## src/rtl/instr_encoder.sv

```systemverilog
// Encodes MIPS instruction field bundles into 32-bit words with sequential byte addresses.
// Latency: one cycle, single-entry output buffer; stalls input while the buffer is full and unread.
module instr_encoder #(
    parameter logic [31:0] BASE_ADDR = 32'h0000_0000
) (
    input  logic        clock,
    input  logic        reset,
    input  logic        clear,
    input  logic        in_valid,
    output logic        in_ready,
    input  logic [4:0]  op,
    input  logic [4:0]  rs,
    input  logic [4:0]  rt,
    input  logic [4:0]  rd,
    input  logic [4:0]  shamt,
    input  logic [15:0] imm,
    input  logic [25:0] target,
    output logic        out_valid,
    input  logic        out_ready,
    output logic [31:0] instr,
    output logic [31:0] addr,
    output logic [15:0] count,
    output logic        err
);

    typedef enum logic {EMPTY, FULL} state_t;

    state_t      state_q, state_d;
    logic        legal;
    logic [31:0] enc_word;
    logic        accept;
    logic        load;
    logic        out_hs;

    // Field forcing is folded into each encoding so unused inputs never leak into the word.
    always_comb begin
        legal    = 1'b1;
        enc_word = '0;
        case (op)
            5'd0:  enc_word = {6'b000000, rs, rt, rd, 5'd0, 6'b100000};
            5'd1:  enc_word = {6'b000000, rs, rt, rd, 5'd0, 6'b100010};
            5'd2:  enc_word = {6'b000000, rs, rt, rd, 5'd0, 6'b100100};
            5'd3:  enc_word = {6'b000000, rs, rt, rd, 5'd0, 6'b100101};
            5'd4:  enc_word = {6'b000000, rs, rt, rd, 5'd0, 6'b101010};
            5'd5:  enc_word = {6'b000000, 5'd0, rt, rd, shamt, 6'b000000};
            5'd6:  enc_word = {6'b000000, 5'd0, rt, rd, shamt, 6'b000011};
            5'd7:  enc_word = {6'b000000, rs, rt, rd, 5'd0, 6'b000100};
            5'd8:  enc_word = {6'b000000, rs, 15'd0, 6'b001000};
            5'd9:  enc_word = {6'b001000, rs, rt, imm};
            5'd10: enc_word = {6'b001101, rs, rt, imm};
            5'd11: enc_word = {6'b100011, rs, rt, imm};
            5'd12: enc_word = {6'b101011, rs, rt, imm};
            5'd13: enc_word = {6'b001111, 5'd0, rt, imm};
            5'd14: enc_word = {6'b000100, rs, rt, imm};
            5'd15: enc_word = {6'b000101, rs, rt, imm};
            5'd16: enc_word = {6'b000010, target};
            5'd17: enc_word = {6'b000011, target};
            default: legal  = 1'b0;
        endcase
    end

    assign out_valid = (state_q == FULL);
    assign in_ready  = !clear && ((state_q == EMPTY) || out_ready);
    assign accept    = in_valid && in_ready;
    assign load      = accept && legal;
    assign out_hs    = out_valid && out_ready;

    always_ff @(posedge clock or posedge reset) begin
        if (reset) begin
            state_q <= EMPTY;
        end else begin
            state_q <= state_d;
        end
    end

    always_comb begin
        state_d = state_q;
        if (clear) begin
            state_d = EMPTY;
        end else begin
            case (state_q)
                EMPTY:   if (load) state_d = FULL;
                FULL:    if (out_hs && !load) state_d = EMPTY;
                default: state_d = EMPTY;
            endcase
        end
    end

    // addr tracks the buffered word; it moves on only once that word has been taken.
    always_ff @(posedge clock or posedge reset) begin
        if (reset) begin
            instr <= '0;
            addr  <= BASE_ADDR;
            count <= '0;
            err   <= 1'b0;
        end else if (clear) begin
            instr <= '0;
            addr  <= BASE_ADDR;
            count <= '0;
            err   <= 1'b0;
        end else begin
            if (load) begin
                instr <= enc_word;
            end
            if (out_hs) begin
                addr  <= addr + 32'd4;
                count <= count + 16'd1;
            end
            if (accept && !legal) begin
                err <= 1'b1;
            end
        end
    end

endmodule

```

## config.mk

```make
export PLATFORM = sky130hd
export DESIGN_NAME = instr_encoder
export DESIGN_NICKNAME = d
export VERILOG_FILES = /design/src/rtl/instr_encoder.sv
export SDC_FILE = /design/constraint.sdc
export NUM_CORES = 1
export LEC_CHECK = 0
export ABC_CLOCK_PERIOD_IN_PS = 7400
export CAP_MARGIN = 20
export CORE_AREA = 2 2 83 116
export CTS_CLUSTER_SIZE = 14
export DETAILED_ROUTE_END_ITERATION = 10
export DIE_AREA = 0 0 85 118
export PLACE_DENSITY = 0.91
export SETUP_SLACK_MARGIN = 0.05
export SYNTH_ARGS = -nofsm -noshare
export SYNTH_HDL_FRONTEND = slang
export SYNTH_SLANG_ARGS = --single-unit
```

## constraint.sdc

```tcl
create_clock -name clock -period 7.4 [get_ports clock]
set_clock_uncertainty 0.1 [all_clocks]
set_input_delay 1.48 -clock clock [delete_from_list [all_inputs] [get_ports clock]]
set_output_delay 1.48 -clock clock [all_outputs]
set_load 0.1 [all_outputs]
```

# After elaboration in Yosys (flattened, before gate mapping)
# Index checks and enable logic that the tools add are counted.
# totals
regBits	82
elab_cells	54
out_inout_bits	83
input_bits	72
# op_classes
n_reduce_logical	15
n_bitwise	1
mux	14
eq_ne	17
add_sub_neg	2
# ops
cell	count
$pmux 32 s18	1
$mux 32	4
$eq 5x4->1 const B	8
$add 32x3->32 const B	1
$mux 16	2
$eq 5x3->1 const B	4
$reduce_or 18->1	1
$add 16x1->16 const B	1
$eq 5x2->1 const B	2
$eq 5x5->1 const B	2
$logic_and 1x1->1	6
$mux 1	6
$reduce_bool 2->1	3
$eq 5x1->1 const B	1
$logic_not 5->1	1
$logic_not 1->1	3
$pmux 1 s2	1
$logic_or 1x1->1	1
$not 1->1	1

# Logic depth before layout (Yosys ltp)
# Gate-level depths: netlist of run 1.
# depth
word_depth	10
ltp_mapped	6
mapped_depth_nobuf	6

# Worst setup path before layout of run 1
# No wires, ideal clock.
# synth_timing
path_type	input-to-output
from	input port clear
to	output port in_ready
required_time_ns	5.820
slack_ns	3.397
path_stages	2
path_buffers	1
t_arrival_ns	2.423
cell_sequence	buf_2 and2b_1
# synth_via
elab_chain_len	2
# synth_rtl
item	line_no	text
from (decl)	8	input logic clear,
$logic_not 1->1	63	assign in_ready = !clear && ((state_q == EMPTY) || out_ready);
$logic_and 1x1->1	63	
to (decl)	10	output logic in_ready,
# Every way passes these cells.

# Final worst setup path of run 1
# layout_timing
from	input port out_ready
to	output port in_ready
# layout_via
elab_chain_len	2
# layout_rtl
item	line_no	text
from (decl)	19	input logic out_ready,
$logic_or 1x1->1	63	
$logic_and 1x1->1	63	
# Every way passes these cells.

==> flow_summary.ini, run 1 <==
[clock_network]
cts_buffers = 9
post_cts.repair.setup_buffers = 0
h-tree-depth = 3
cts.clk_slew.worst_paths_ps = 50
ctsHoldBuffers = 0
clkLatencyLatePin_ps = 330
clock_path_buffers = 2
clock_sinks = 79
post_cts_resize_count = 0
cts_root_buf = clkbuf_16
cts_tree = yes

[detailed_routing]
final_antenna_net_count = 0
drtIter0Drc = 312
via_count = 3925
viasPerCell = 5.72
routed_wl_um = 11700
dr.pass1.iters = 5
wl_per_cell_um = 17.0
drcViolationCount = 0

[worst_setup_path]
reg2reg_from = addr[4]$_DFFE_PP0N_
cp.arrival_ps = 3560
rrSetupSlack_ps = 5340
critPathMaxStageDelay_ps = 1170
crit_fanout = 5
r2r_cells = 5
worst_setup_path_start_kind = input pin
path_class = in2out
cp-startpoint = out_ready
reg2reg_to = addr[25]$_DFFE_PP0N_
slowest_stage = clkdlybuf4s50_1
cp_data_required_time_ps = 5820
cp_common_cell = clkdlybuf4s50_1
cp_cell_sequence = clkdlybuf4s50_1 > nand2b_1 > and2b_1 > clkdlybuf4s50_1
end_kind = output pin

[yosys]
synth_ff_type = dfrtp_1
avgSynthCellArea_um2 = 9.66
syn_inst = 437
ys_ff_latch = 79
ys_warn_count = 0
yosysUniqueCellTypes = 55
synth-edff-count = 0
async_flop_share_pct = 100
synth_sequential_area_ratio_pct = 46.8
mappedNetlistArea_um2 = 4220

[run_status]
status = finished, final reports clean

[final_layout]
drive_gt1_share_pct = 6.74
antenna_cells = 0
layout.nets = 649
final_cell_mix = clkdlybuf4s50_1 (150), dfrtp_1 (79), nor2_1 (44)
layout.cells.most_common = clkdlybuf4s50_1
syn2layout_area_growth_pct = 43.3

[floorplan]
start_util_pct = 47.0
die_h_um = 118
die-area_um2 = 10000
core_area_um2 = 8980
io_pins = 155
row_count = 41
fp.dieW_um = 85

[power]
powerDensity_nw_per_um2 = 175
internal_power_uw = 744
switchingPower_uw = 313
pwr-share-clk_pct = 37.9
leakage_uw = 0.00244
seq_power_share_pct = 42.4
switching_share_pct = 29.6
max-vdd-ir-drop_uv = 153
combPwrFrac_pct = 19.7

[sta]
fin_tns_setup_ps = 0
fin_crit_ps = 5140
setup_viol = 0
rsz0062_at_grt = false
worst_pin_slew_ps = 1030
drv_slew = 0
period_share_pct = 69.5
hold_viol = 0
worst_slack_ps = 2260
maxSlewHeadroom_pct = 31.3
fmax_mhz = 194

[grt]
grt_pass1_vias = 3942
antenna_found_initial = 0
grt_max_degree = 89
grt_pass1_wl_um = 19200
grt.overflow.total = 0
grtUsageTotal_pct = 23.5

[worst_hold_path]
hp-start = instr[29]$_DFFE_PP0P_
holdPathEnd = instr[29]$_DFFE_PP0P_
hp-class = reg2reg
holdPathStages = 2

[placed_design]
io_buffers = 151
dpl.hpwl_um = 8120
dp_slack_ps = 2260
gp_congestion = 0.889

[job]
drv_cap = 0
==> critical path: cells and delay by family <==
family / cells / cell delay (ps)
and+or+nand+nor: 2 / 360
buffers and inverters: 2 / 1720
==> final cells by class <==
type                            count  area (µm²)
Timing Repair Buffer              155        1560
Inverter                            9        35.0
Clock inverter                      4        22.5
Fill cell                         693        2930
Sequential cell                    79        1980
Tap cell                          107         134
Clock buffer                       11         243
Multi-Input combinational cell    321        2080
==> power by group through the flow <==
stage	clock, µW	combinational [µW]	sequential (µW)
2_1_floorplan	0	61.0	527
3_3_place_gp	0	203	455
3_5_place_dp	0	206	456
4_1_cts	405	207	448
5_1_grt	424	219	449
6_report	401	208	448
==> logic make-up (layout without fill, tap and decap cells) <==
family	count (synthesis)	after routing	synth area share, %
flops	79	79	46.8
mux	6	6	1.75
other cells	1	3	0.0889
simple gates	182	182	25.2
compound gates	94	94	14.3
fa+ha+maj	2	2	0.593
xor+xnor	34	34	7.06
buf+inv	39	179	4.18
==> through the flow <==
| step | cells | hold slack, ps | util, % | power [µW] | instance area (µm²) |
|---|---|---|---|---|---|
| floorplan | 439 | 878 | - | 588 | 4230 |
| CTS | 685 | 427 | 67.1 | 1060 | 6020 |
| detailed placement | 670 | 406 | 64.1 | 662 | 5750 |
| global placement | 670 | 401 | 64.1 | 658 | 5750 |
| finish | 686 | 422 | 67.4 | 1060 | 6050 |
| global route | 686 | 443 | 67.4 | 1090 | 6050 |
==> worst max path at each step <==
stage                          end  slack, ps  cells past startpoint
after floorplan           in_ready       3400                      2
after global placement    in_ready       2270                      4
after detailed placement  in_ready       2260                      4
after CTS                 in_ready       2240                      4
after global routing      in_ready       2160                      4
final                     in_ready       2260                      4
==> per-layer routing <==
layer / part of all wire [%] / GRT usage, %
met1: 39 / 28.2
met2: 53 / 40.4
met3: 5.4 / 4.35
met4: 2.6 / 10.3
met5: 0 / 0
==> cells in the mapped netlist, types with 10 or more instances <==
master | n | area [µm²]
o21ai_0 | 10 | 50.1
xnor2_1 | 14 | 123
xor2_1 | 20 | 175
a21oi_1 | 25 | 125
nand2b_1 | 14 | 87.6
a221oi_1 | 10 | 87.6
nand3b_1 | 21 | 158
nor2_1 | 44 | 165
a222oi_1 | 10 | 100
clkbuf_1 | 18 | 67.6
o21ai_1 | 22 | 110
nand3_1 | 17 | 85.1
dfrtp_1 | 79 | 1980
nand2_1 | 25 | 93.8
==> state kept, by name, indices dropped and copies added (netlist names) <==
register   cells
err            1
addr          30
instr         31
count         16
out_valid      1
(Power assumes the default switching activity.)
==> run 2, diff against run 1 <==
- ABC_CLOCK_PERIOD_IN_PS: 7400 -> 4400
- CORE_AREA: 2 2 83 116 -> 2 2 89 126
- DIE_AREA: 0 0 85 118 -> 0 0 91 128
- PLACE_DENSITY: 0.91 -> 0.83
- clock period: 7.4 -> 4.4 ns (I/O delays scaled with it)
==> flow_summary.ini, run 2 (synthesis gave the netlist of run 1 again) <==
[worst_hold_path]
hp-class = reg2reg

[clock_network]
post_cts.repair.setup_buffers = 0
cts_root_buf = clkbuf_16
cts.clk_slew.worst_paths_ps = 60
clock_sinks = 79
h-tree-depth = 3
cts_buffers = 9
clock_path_buffers = 2
post_cts_resize_count = 0
clkLatencyLatePin_ps = 330
cts_tree = yes
ctsHoldBuffers = 0

[floorplan]
start_util_pct = 39.9
die_h_um = 128
core_area_um2 = 10600
io_pins = 155
fp.dieW_um = 91
row_count = 45
die-area_um2 = 11600

[sta]
fmax_mhz = 312
drv_slew = 0
rsz0062_at_grt = false
fin_crit_ps = 3200
fin_tns_setup_ps = 0
hold_viol = 0
maxSlewHeadroom_pct = 31.7
hold_ws_ps = 429
period_share_pct = 72.7
setup_viol = 0
worst_pin_slew_ps = 1020

[detailed_routing]
wl_per_cell_um = 16.1
dr.pass1.iters = 5
viasPerCell = 5.42
final_antenna_net_count = 0
via_count = 3908
routed_wl_um = 11600
drcViolationCount = 0
drtIter0Drc = 247

[worst_setup_path]
slowest_stage = clkdlybuf4s50_1
cp.arrival_ps = 3290
path_class = in2reg
end_kind = flop
cp_cell_sequence = clkdlybuf4s50_1 > or2_1 > o21ai_1 > nand3_2 > buf_4 > a221oi_1 > a21oi_1
worst_setup_path_start_kind = input pin
crit_fanout = 42
critPathMaxStageDelay_ps = 660
cp_data_required_time_ps = 4490

[final_layout]
largest_register_ffs = 31
seq_area_um2 = 1980
fin_area_um2 = 6110
layout.nets = 649
final_cell_mix = clkdlybuf4s50_1 (149), dfrtp_1 (79), nor2_1 (44)
layout.cells.most_common = clkdlybuf4s50_1
multi_input_area_um2 = 2080
antenna_cells = 0
syn2layout_area_growth_pct = 44.8
fillCellCount = 953
regMostFlops = instr
biggestRegsByFlops = instr x31, addr x30, count x16
drive_gt1_share_pct = 7.07

[grt]
antenna_found_initial = 0
grtUsageTotal_pct = 20.4
grt_pass1_vias = 3962
grt_max_degree = 71
grt_pass1_wl_um = 19200
grt.overflow.total = 0

[run_status]
status = finished, final reports clean

[placed_design]
dpl.hpwl_um = 8620
io_buffers = 151
dpl_cell_area_um2 = 5800
gp_congestion = 0.884

[power]
powerDensity_nw_per_um2 = 304
max-vdd-ir-drop_uv = 155
leakage_uw = 0.00245

[job]
drv_cap = 0
[run 2: per-stage QoR]
stage | power (µW) | worst slack [ps] | std cells | utilization (%)
floorplan | 990 | 1400 | 439 | -
detailed placement | 1110 | 914 | 705 | 54.8
finish | 1860 | 1200 | 721 | 57.7
CTS | 1880 | 1260 | 721 | 57.7
global placement | 1110 | 1070 | 705 | 54.8
global route | 1930 | 987 | 721 | 57.7
[run 2: worst paths after layout]
check | to | start | slack, ps | depth (start not counted)
min in group asynchronous | count[12]$_DFFE_PP0N_ | reset | 930 | 2
max in group asynchronous | addr[27]$_DFFE_PP0N_ | reset | 2490 | 3
worst min-delay path | instr[11]$_DFFE_PP0P_ | instr[11]$_DFFE_PP0P_ | 430 | 2
worst min register to register | instr[11]$_DFFE_PP0P_ | instr[11]$_DFFE_PP0P_ | 430 | 2
worst max-delay path | instr[19]$_DFFE_PP0P_ | op[2] | 1200 | 7
worst max register to register | instr[19]$_DFFE_PP0P_ | out_valid$_DFF_PP0_ | 2290 | 6
[run 2: final cells by class]
| class | instances | share of cell area, % |
|---|---|---|
| Timing Repair Buffer | 155 | 25.1 |
| Multi-Input combinational cell | 321 | 34.0 |
| Clock inverter | 3 | 0.655 |
| Inverter | 9 | 0.573 |
| Sequential cell | 79 | 32.3 |
| Tap cell | 141 | 2.89 |
| Clock buffer | 13 | 4.42 |
[run 2: routing by layer]
layer  routed length, µm  track usage, %
met4                 265            7.93
met5                   0               0
met1                4470            23.6
met3                 620            3.64
met2                6260            37.2
[run 2: report_power, final]
| part | internal (µW) | total [µW] | leakage, µW | switching, µW |
|---|---|---|---|---|
| combinational | 115 | 347 | 0.00121 | 232 |
| clock | 484 | 758 | 0.000156 | 274 |
| sequential | 743 | 755 | 0.00109 | 12.0 |
[run 2: worst max-delay path: cells and delay by family]
kind,cells,cell delay [ps]
AO/OA/AOI/OAI,3,550
buffers and inverters,2,1060
AND/OR/NAND/NOR,2,770
